===== src/rtl/p2_seq_pkg.sv =====
// Shared types and constants for the problem2 vector sequencer.
// Result words are {X,AB,AC}. Vector index i holds bits [3i+2:3i] of an expected table.
package p2_seq_pkg;

   typedef enum logic [1:0] {
      IDLE = 2'd0,
      RUN  = 2'd1,
      DONE = 2'd2
   } state_t;

   localparam int N_VEC = 8;
   localparam int VEC_W = 3;
   localparam int RES_W = 3;

   localparam int F_X  = 2;
   localparam int F_AB = 1;
   localparam int F_AC = 0;

   function automatic logic [RES_W-1:0] exp_entry(
      input logic [N_VEC*RES_W-1:0] tbl,
      input logic [VEC_W-1:0]       idx
   );
      return tbl[RES_W*int'(idx) +: RES_W];
   endfunction

endpackage


===== src/rtl/p2_result_table.sv =====
// 8 x 3 capture table for the problem2 response.
// Synchronous write and clear, asynchronous reset, combinational read.
module p2_result_table
   import p2_seq_pkg::*;
(
   input  logic             clk,
   input  logic             rst_n,
   input  logic             clr,
   input  logic             wr_en,
   input  logic [VEC_W-1:0] wr_idx,
   input  logic [RES_W-1:0] wr_data,
   input  logic [VEC_W-1:0] rd_idx,
   output logic [RES_W-1:0] rd_data
);

   logic [RES_W-1:0] mem [N_VEC];

   always_ff @(posedge clk or negedge rst_n) begin
      if (!rst_n) begin
         for (int i = 0; i < N_VEC; i++) mem[i] <= '0;
      end else if (clr) begin
         for (int i = 0; i < N_VEC; i++) mem[i] <= '0;
      end else if (wr_en) begin
         mem[wr_idx] <= wr_data;
      end
   end

   assign rd_data = mem[rd_idx];

endmodule


===== src/rtl/p2_vector_sequencer.sv =====
// Clocked, restartable stimulus/capture sequencer for the problem2 block.
// state | meaning
// IDLE  | stimulus parked at 000, waiting for start
// RUN   | stepping vectors 0..7, each held DWELL cycles, capturing on the last
// DONE  | run complete, results held, pass valid
module p2_vector_sequencer
   import p2_seq_pkg::*;
#(
   parameter int                       DWELL     = 10,
   parameter logic [N_VEC*RES_W-1:0]   EXP_TABLE = 24'h000000
)(
   input  logic             clk,
   input  logic             rst_n,
   input  logic             start,
   input  logic             abort,
   output logic             A,
   output logic             B,
   output logic             C,
   input  logic             x_in,
   input  logic             ab_in,
   input  logic             ac_in,
   output logic             busy,
   output logic             done,
   output logic             pass,
   output logic [3:0]       mismatch_cnt,
   output logic             first_fail_valid,
   output logic [VEC_W-1:0] first_fail_idx,
   input  logic [VEC_W-1:0] rd_idx,
   output logic [RES_W-1:0] rd_data
);

   localparam logic [7:0]       DWELL_LAST = 8'(DWELL - 1);
   localparam logic [VEC_W-1:0] VEC_LAST   = VEC_W'(N_VEC - 1);

   state_t           state_q, state_d;
   logic [VEC_W-1:0] vec;
   logic [7:0]       dcnt;
   logic             launch, capture, last_dwell, miss;
   logic [RES_W-1:0] res;

   always_comb begin
      res       = '0;
      res[F_X]  = x_in;
      res[F_AB] = ab_in;
      res[F_AC] = ac_in;
   end

   assign last_dwell = (dcnt == DWELL_LAST);
   assign miss       = (res != exp_entry(EXP_TABLE, vec));

   always_ff @(posedge clk or negedge rst_n) begin
      if (!rst_n) state_q <= IDLE;
      else        state_q <= state_d;
   end

   // abort overrides everything, including a same-cycle start or final capture
   always_comb begin
      state_d = state_q;
      launch  = 1'b0;
      capture = 1'b0;
      if (abort) begin
         state_d = IDLE;
      end else begin
         case (state_q)
            IDLE, DONE: begin
               if (start) begin
                  state_d = RUN;
                  launch  = 1'b1;
               end
            end
            RUN: begin
               if (last_dwell) begin
                  capture = 1'b1;
                  if (vec == VEC_LAST) state_d = DONE;
               end
            end
            default: state_d = IDLE;
         endcase
      end
   end

   always_ff @(posedge clk or negedge rst_n) begin
      if (!rst_n) begin
         vec              <= '0;
         dcnt             <= '0;
         mismatch_cnt     <= '0;
         first_fail_valid <= 1'b0;
         first_fail_idx   <= '0;
      end else begin
         if (launch) begin
            vec              <= '0;
            dcnt             <= '0;
            mismatch_cnt     <= '0;
            first_fail_valid <= 1'b0;
            first_fail_idx   <= '0;
         end else if (state_q == RUN && !abort) begin
            if (last_dwell) begin
               dcnt <= '0;
               if (vec != VEC_LAST) vec <= vec + 1'b1;
            end else begin
               dcnt <= dcnt + 8'd1;
            end
         end
         if (capture && miss) begin
            mismatch_cnt <= mismatch_cnt + 4'd1;
            if (!first_fail_valid) begin
               first_fail_valid <= 1'b1;
               first_fail_idx   <= vec;
            end
         end
      end
   end

   p2_result_table u_table (
      .clk     (clk),
      .rst_n   (rst_n),
      .clr     (launch),
      .wr_en   (capture),
      .wr_idx  (vec),
      .wr_data (res),
      .rd_idx  (rd_idx),
      .rd_data (rd_data)
   );

   assign busy      = (state_q == RUN);
   assign done      = (state_q == DONE);
   assign pass      = done && (mismatch_cnt == 4'd0);
   assign {A, B, C} = busy ? vec : '0;

endmodule


===== config.mk =====
export PLATFORM = sky130hd
export DESIGN_NAME = p2_vector_sequencer
export DESIGN_NICKNAME = d
export VERILOG_FILES = /design/src/rtl/p2_seq_pkg.sv /design/src/rtl/p2_result_table.sv /design/src/rtl/p2_vector_sequencer.sv
export SDC_FILE = /design/constraint.sdc
export NUM_CORES = 1
export LEC_CHECK = 0
export BUFFER_PORTS_ARGS = -buffer_cell sky130_fd_sc_hd__buf_2
export CORE_ASPECT_RATIO = 1.4
export CORE_MARGIN = 2
export CORE_UTILIZATION = 63
export DETAILED_ROUTE_END_ITERATION = 8
export PLACE_DENSITY = 0.94
export SYNTH_ARGS = -nofsm -noshare
export SYNTH_HDL_FRONTEND = slang
export SYNTH_SLANG_ARGS = --single-unit

===== constraint.sdc =====
create_clock -name clk -period 6 [get_ports clk]
set_clock_uncertainty 0.2 [all_clocks]
set_input_delay 0.6 -clock clk [delete_from_list [all_inputs] [get_ports clk]]
set_output_delay 0.6 -clock clk [all_outputs]
set_load 0.1 [all_outputs]

==> results.py, run 1 <==
metrics = {
    "logic_synthesis": {
        "synth_edf_count": 0,
        "syn_nets": 244,
        "ys_ff_latch": 45,
        "netlist_area_um2": 2530,
        "async_reset_ff_share_pct": 100,
        "synth_cells": 228,
        "synth_top_area_share_pct": 44.4,
        "yosysTopAreaCell": "dfrtp_1",
        "ys_seq_area_share_pct": 44.4,
        "yosysWarnings": 0,
        "synth_ff_type": "dfrtp_1",
        "netlist-cell-type-count": 37,
        "synth_area_leaders": "dfrtp_1, mux2i_1, nor4_4",
        "synth_area_per_cell_um2": 11.1,
    },
    "setup_path": {
        "cp-end-kind": "flop",
        "reg2reg_from": "dcnt[1]",
        "cp-start-kind": "flop",
        "crit_buf_inv": 1,
        "critPathMaxFanout": 12,
        "crit_slowest_cell": "or4_1",
        "worstPathCellList": "inv_1 -> ha_1 -> nand3b_1 -> or4_1 -> mux2i_1 -> a21o_1",
        "r2r_end": "mismatch_cnt[2]",
        "cpPeakStageDelay_ps": 940,
        "cp-startpoint": "dcnt[1]",
        "r2r_cells": 6,
        "cpLargestDelayFamily": "simple AND/OR/NAND/NOR gates",
        "critPathKind": "flop to flop",
        "rrSetupSlack_ps": 3100,
        "cp.arrival_ps": 2890,
        "cp.required_ps": 6000,
    },
    "floorplan": {
        "initial_core_util_pct": 65.2,
        "core_um2": 3880,
        "dieHeight_um": 79.0,
        "core.rowCount": 27,
        "io_pins": 27,
        "die_x_um": 57.6,
        "die_area_um2": 4550,
    },
    "sta": {
        "slew_violations": 0,
        "max_freq_ghz": 0.345,
        "timing.final.crit_share_pct": 48.3,
        "hold-worst-slack_ps": 255,
        "min_period_ps": 2900,
        "slew_headroom_pct": 32.5,
        "hold_viol": 0,
        "tightest_slew_ps": 1010,
        "fin_setup_tns_ps": 0,
        "rsz0062_at_grt": "false",
        "setup_viol": 0,
    },
    "clock_network": {
        "cts_made_buffers": 5,
        "clock_path_buffers": 2,
        "cts_tree": "yes",
        "cts_setup_buffers": 0,
        "cts_resized": 0,
        "clkLatencyLatePin_ps": 300,
        "clkTransAtPathRegs_ps": 90,
        "ctsRootBufferMaster": "clkbuf_8",
        "cts_num_sinks": 45,
        "cts_hold_buf": 0,
        "cts_max_level": 2,
    },
    "global_routing": {
        "grt_pass1_vias": 1832,
        "grt_remaining_overflow": 0,
        "grt_use_total_pct": 23.3,
        "grt_max_degree": 46,
        "grt_pass1_wl_um": 8180,
        "antenna_found_initial": 0,
    },
    "pwr": {
        "clkPwrFrac_pct": 37.5,
        "pwr-share-comb_pct": 8.8,
        "p_sw_share_pct": 24.6,
        "leakage_nw": 1.21,
        "p_int_mw": 0.447,
        "ir_worst_vdd_v": 0.000233,
        "p_sw_mw": 0.146,
        "p_seq_share_pct": 53.7,
        "powerDensity_nw_per_um2": 215,
    },
    "place": {
        "numPortBuffers": 26,
        "placed_area_um2": 2650,
        "place_congestion": 0.809,
        "dpl.hpwl_um": 3300,
    },
    "detailed_routing": {
        "routed_wl_um": 4730,
        "ant_nets": 0,
        "drcViolationCount": 0,
        "drtIter0Drc": 80,
        "vias": 1725,
        "drt_first_pass_iters": 4,
        "vias_per_cell": 5.97,
        "wl_per_cell_um": 16.4,
    },
    "min_path": {
        "hp-class": "input pin to async pin",
    },
    "layout": {
        "fin_util_pct": 71.0,
        "nNetsFinal": 262,
        "syn_to_final_growth_pct": 8.84,
        "stdcell_area_um2": 2760,
        "antenna_cells": 0,
        "drive_above_1_share_pct": 24.0,
    },
    "run": {
        "cap_violations": 0,
    },
    "run_status": {
        "outcome": "finished clean",
    },
}
-- placed cells by master, fill, tap and decap left out, types with 4 or more instances in the layout --
cell type  instances
o21ai_0            5
nor4_4             8
and2_1             4
xnor2_1            4
dfrtp_1           45
nand2_1            9
a21oi_1            4
nand3b_1           4
mux4_2             6
clkbuf_8           5
mux2i_1           28
nor2_1            33
ha_1               6
inv_1             10
or3b_2             4
nand3_1           10
or4_1              4
buf_2             26
-- kinds of logic (layout without fill, tap and decap cells) --
group | count (synthesis) | count (layout) | share of synthesized area (%)
muxes | 37 | 37 | 17.7
adders and majority gates | 6 | 6 | 2.96
and+or+nand+nor | 88 | 88 | 23.4
buffers and inverters | 25 | 43 | 4.00
AOI/OAI and AO/OA | 21 | 21 | 5.43
xor gates and xnor gates | 6 | 6 | 2.07
DFF | 45 | 45 | 44.4
-- registers in the layout, indices dropped and copies added (netlist names) --
signal,count
vec,3
dcnt,8
mismatch_cnt,4
first_fail_idx,3
state_q,2
u_table.mem,24
first_fail_valid,1
-- power groups by stage --
| stage | sequential, mW | clock [mW] | combinational (mW) |
|---|---|---|---|
| 2_1_floorplan | 0.323 | 0 | 0.0362 |
| 3_3_place_gp | 0.324 | 0 | 0.0516 |
| 3_5_place_dp | 0.324 | 0 | 0.0524 |
| 4_1_cts | 0.318 | 0.226 | 0.0530 |
| 5_1_grt | 0.320 | 0.237 | 0.0592 |
| 6_report | 0.319 | 0.222 | 0.0520 |
-- worst max-delay path by stage --
stage / endpoint / slack (ps) / cells after the start
6_report: mismatch_cnt[2] / 3100 / 6
2_1_floorplan: pass / 1060 / 3
5_1_grt: first_fail_idx[2] / 2950 / 6
3_5_place_dp: first_fail_idx[0] / 3080 / 6
4_1_cts: first_fail_idx[1] / 3060 / 6
3_3_place_gp: mismatch_cnt[2] / 3160 / 6
-- synth_stat cells (2+ instances only) --
library cell / instances
xnor2_1: 4
o31ai_1: 3
a21o_1: 3
dfrtp_1: 45
a21oi_1: 4
xor2_1: 2
a31oi_1: 2
nand2_1: 9
nor2_1: 33
nand3_1: 10
buf_2: 3
or3b_2: 4
o21ai_0: 5
inv_1: 10
nand3b_1: 4
nor4_4: 8
and2_1: 4
mux4_2: 6
clkbuf_1: 10
ha_1: 6
mux2_2: 3
a211oi_1: 3
nand2b_1: 3
or4_1: 4
mux2i_1: 28
-- routing by layer --
metal,vias up,wire [um],GRT usage [%]
met5,-,0,0
met4,0,73,6.98
met3,7,184,4.89
met2,42,2500,40.6
met1,840,1970,28.5
li1,836,-,-
-- final cells by class --
cell class | instances | area [um^2]
Clock buffer | 5 | 68.8
Clock inverter | 2 | 35.0
Fill cell | 265 | 1130
Inverter | 10 | 37.5
Multi-Input combinational cell | 158 | 1310
Sequential cell | 45 | 1130
Tap cell | 43 | 53.8
Timing Repair Buffer | 26 | 130
-- stage by stage --
stage / setup WS [ps] / total power, mW / instances
floorplan: 1060 / 0.360 / 228
global placement: 3160 / 0.375 / 282
detailed placement: 3080 / 0.377 / 282
CTS: 3060 / 0.597 / 289
global route: 2950 / 0.616 / 289
finish: 3100 / 0.593 / 289
(Power assumes the default switching activity.)
==> inputs of run 2 (changes only) <==
CORE_UTILIZATION = 58   (was 63)
PLACE_DENSITY = 0.88   (was 0.94)
clock period = 2.8 ns   (was 6 ns; I/O delays follow)
==> results.py, run 2 (synthesized netlist as in run 1, its figures left out) <==
metrics = {
    "detailed_routing": {
        "drcViolationCount": 0,
        "drt_first_pass_iters": 4,
        "routed_wl_um": 5040,
        "vias_per_cell": 6.00,
        "vias": 1783,
        "ant_nets": 0,
        "drtIter0Drc": 58,
        "wl_per_cell_um": 17.0,
    },
    "setup_path": {
        "rrSetupSlack_ps": 360,
        "critPathKind": "flop to flop",
        "r2r_end": "first_fail_idx[0]",
        "cp.required_ps": 2820,
        "cp-start-kind": "flop",
        "cp-end-kind": "flop",
        "r2r_cells": 6,
        "reg2reg_from": "dcnt[1]",
        "cp.arrival_ps": 2470,
        "critPathMaxFanout": 9,
    },
    "layout": {
        "stdcell_area_um2": 2790,
        "largest_reg_flops": 24,
        "drive_above_1_share_pct": 24.6,
        "layout_commonest_cell": "dfrtp_1",
        "nNetsFinal": 267,
        "syn_to_final_growth_pct": 10.2,
        "biggestRegsByFlops": "u_table.mem (24), dcnt (8), mismatch_cnt (4)",
        "regMostFlops": "u_table.mem",
        "final_cells": 297,
        "final_cell_mix": "dfrtp_1, nor2_1, mux2i_1",
        "antenna_cells": 0,
    },
    "sta": {
        "min_period_ps": 2440,
        "timing.final.crit_share_pct": 87.3,
        "slew_headroom_pct": 35.2,
        "max_freq_ghz": 0.409,
        "fin_setup_tns_ps": 0,
        "setup_viol": 0,
        "tightest_slew_ps": 972,
        "hold_viol": 0,
        "hold-worst-slack_ps": 33.9,
        "rsz0062_at_grt": "false",
        "slew_violations": 0,
    },
    "place": {
        "numPortBuffers": 26,
        "placed_area_um2": 2700,
        "place_congestion": 0.822,
        "placed_cells": 288,
        "dpl.hpwl_um": 3590,
    },
    "floorplan": {
        "die_x_um": 59.9,
        "core.rowCount": 28,
        "die_area_um2": 4920,
        "dieHeight_um": 82.2,
        "initial_core_util_pct": 60.3,
        "core_um2": 4200,
        "io_pins": 27,
    },
    "clock_network": {
        "cts_resized": 0,
        "cts_max_level": 2,
        "clkTransAtPathRegs_ps": 80,
        "ctsRootBufferMaster": "clkbuf_8",
        "cts_made_buffers": 5,
        "clock_path_buffers": 2,
        "cts_setup_buffers": 0,
        "cts_num_sinks": 45,
        "clkLatencyLatePin_ps": 290,
        "cts_tree": "yes",
    },
    "global_routing": {
        "grt_remaining_overflow": 0,
        "grt_pass1_vias": 1765,
        "grt_max_degree": 46,
        "grt_use_total_pct": 22.8,
        "antenna_found_initial": 0,
        "grt_pass1_wl_um": 8440,
    },
    "run_status": {
        "outcome": "finished clean",
    },
    "pwr": {
        "p_sw_share_pct": 26.3,
        "p_sw_mw": 0.313,
        "ir_worst_vdd_v": 0.000343,
        "powerDensity_nw_per_um2": 427,
        "leakage_nw": 1.23,
        "p_seq_share_pct": 57.4,
        "p_int_mw": 0.879,
        "pwr-share-comb_pct": 9.8,
        "clkPwrFrac_pct": 32.8,
    },
    "min_path": {
        "hp-class": "input pin to flop",
        "hp-start": "abort",
        "min_to": "state_q[1]",
        "holdPathStages": 2,
    },
    "run": {
        "cap_violations": 0,
    },
}
==> run 2: cell types whose count changed in the layout (fill, tap and decap cells not counted) <==
cell | previous run | this run
nor4b_1 | 1 | 0
nor4b_4 | 0 | 1
buf_4 | 0 | 4
bufinv_16 | 1 | 0
dlygate4sd3_1 | 0 | 1
clkinv_2 | 1 | 0
clkbuf_1 | 0 | 3
==> run 2: repair_timing <==
action | in CTS | in global routing
hold buffers | 1 | 0
endpoints found under the hold margin | 45 | 0
endpoints found under the setup margin | 0 | 0
==> run 2: per-layer routing <==
layer	GRT usage [%]	share of wire, %
met1	28.4	41
met2	38.5	52
met3	4.67	3.9
met4	8.67	3.0
met5	0	0
==> run 2: stage by stage <==
step	utilization (%)	power, mW	setup slack [ps]
floorplan	-	0.771	234
global placement	64.3	0.809	460
detailed placement	64.3	0.814	382
CTS	66.4	1.21	331
global route	66.4	1.25	237
finish	66.4	1.19	356
==> run 2: power by group through the flow <==
| stage | logic, mW | registers, mW | clock network, mW |
|---|---|---|---|
| finish | 0.117 | 0.684 | 0.391 |
| global route | 0.131 | 0.686 | 0.428 |
| CTS | 0.119 | 0.683 | 0.405 |
| detailed placement | 0.118 | 0.696 | 0 |
| global placement | 0.115 | 0.694 | 0 |
| floorplan | 0.0776 | 0.693 | 0 |
==> run 2: worst max-delay path by stage <==
| stage | start | endpoint | slack, ps | cells after the start |
|---|---|---|---|---|
| floorplan | mismatch_cnt[0] | pass | 230 | 3 |
| finish | dcnt[1] | first_fail_idx[0] | 360 | 6 |
| global route | dcnt[1] | first_fail_idx[2] | 240 | 6 |
| detailed placement | dcnt[1] | first_fail_idx[0] | 380 | 6 |
| global placement | dcnt[1] | first_fail_idx[0] | 460 | 6 |
| CTS | dcnt[1] | first_fail_idx[0] | 330 | 6 |
==> run 2: layout make-up <==
cell class | instances | area [um^2]
fillers | 320 | 1410
inverters | 10 | 37.5
flip-flops and latches | 45 | 1130
well taps | 45 | 56.3
clock buffers | 8 | 80.1
repair buffers | 31 | 170
multi-input cells | 158 | 1320
==> run 2: worst max-delay path, stage by stage, from the launching register on <==
cell      delay, ps
dfrtp_1         420
inv_1            70
ha_1            140
nand3b_1        320
or4_1           810
nor2_4          210
mux2i_1         200
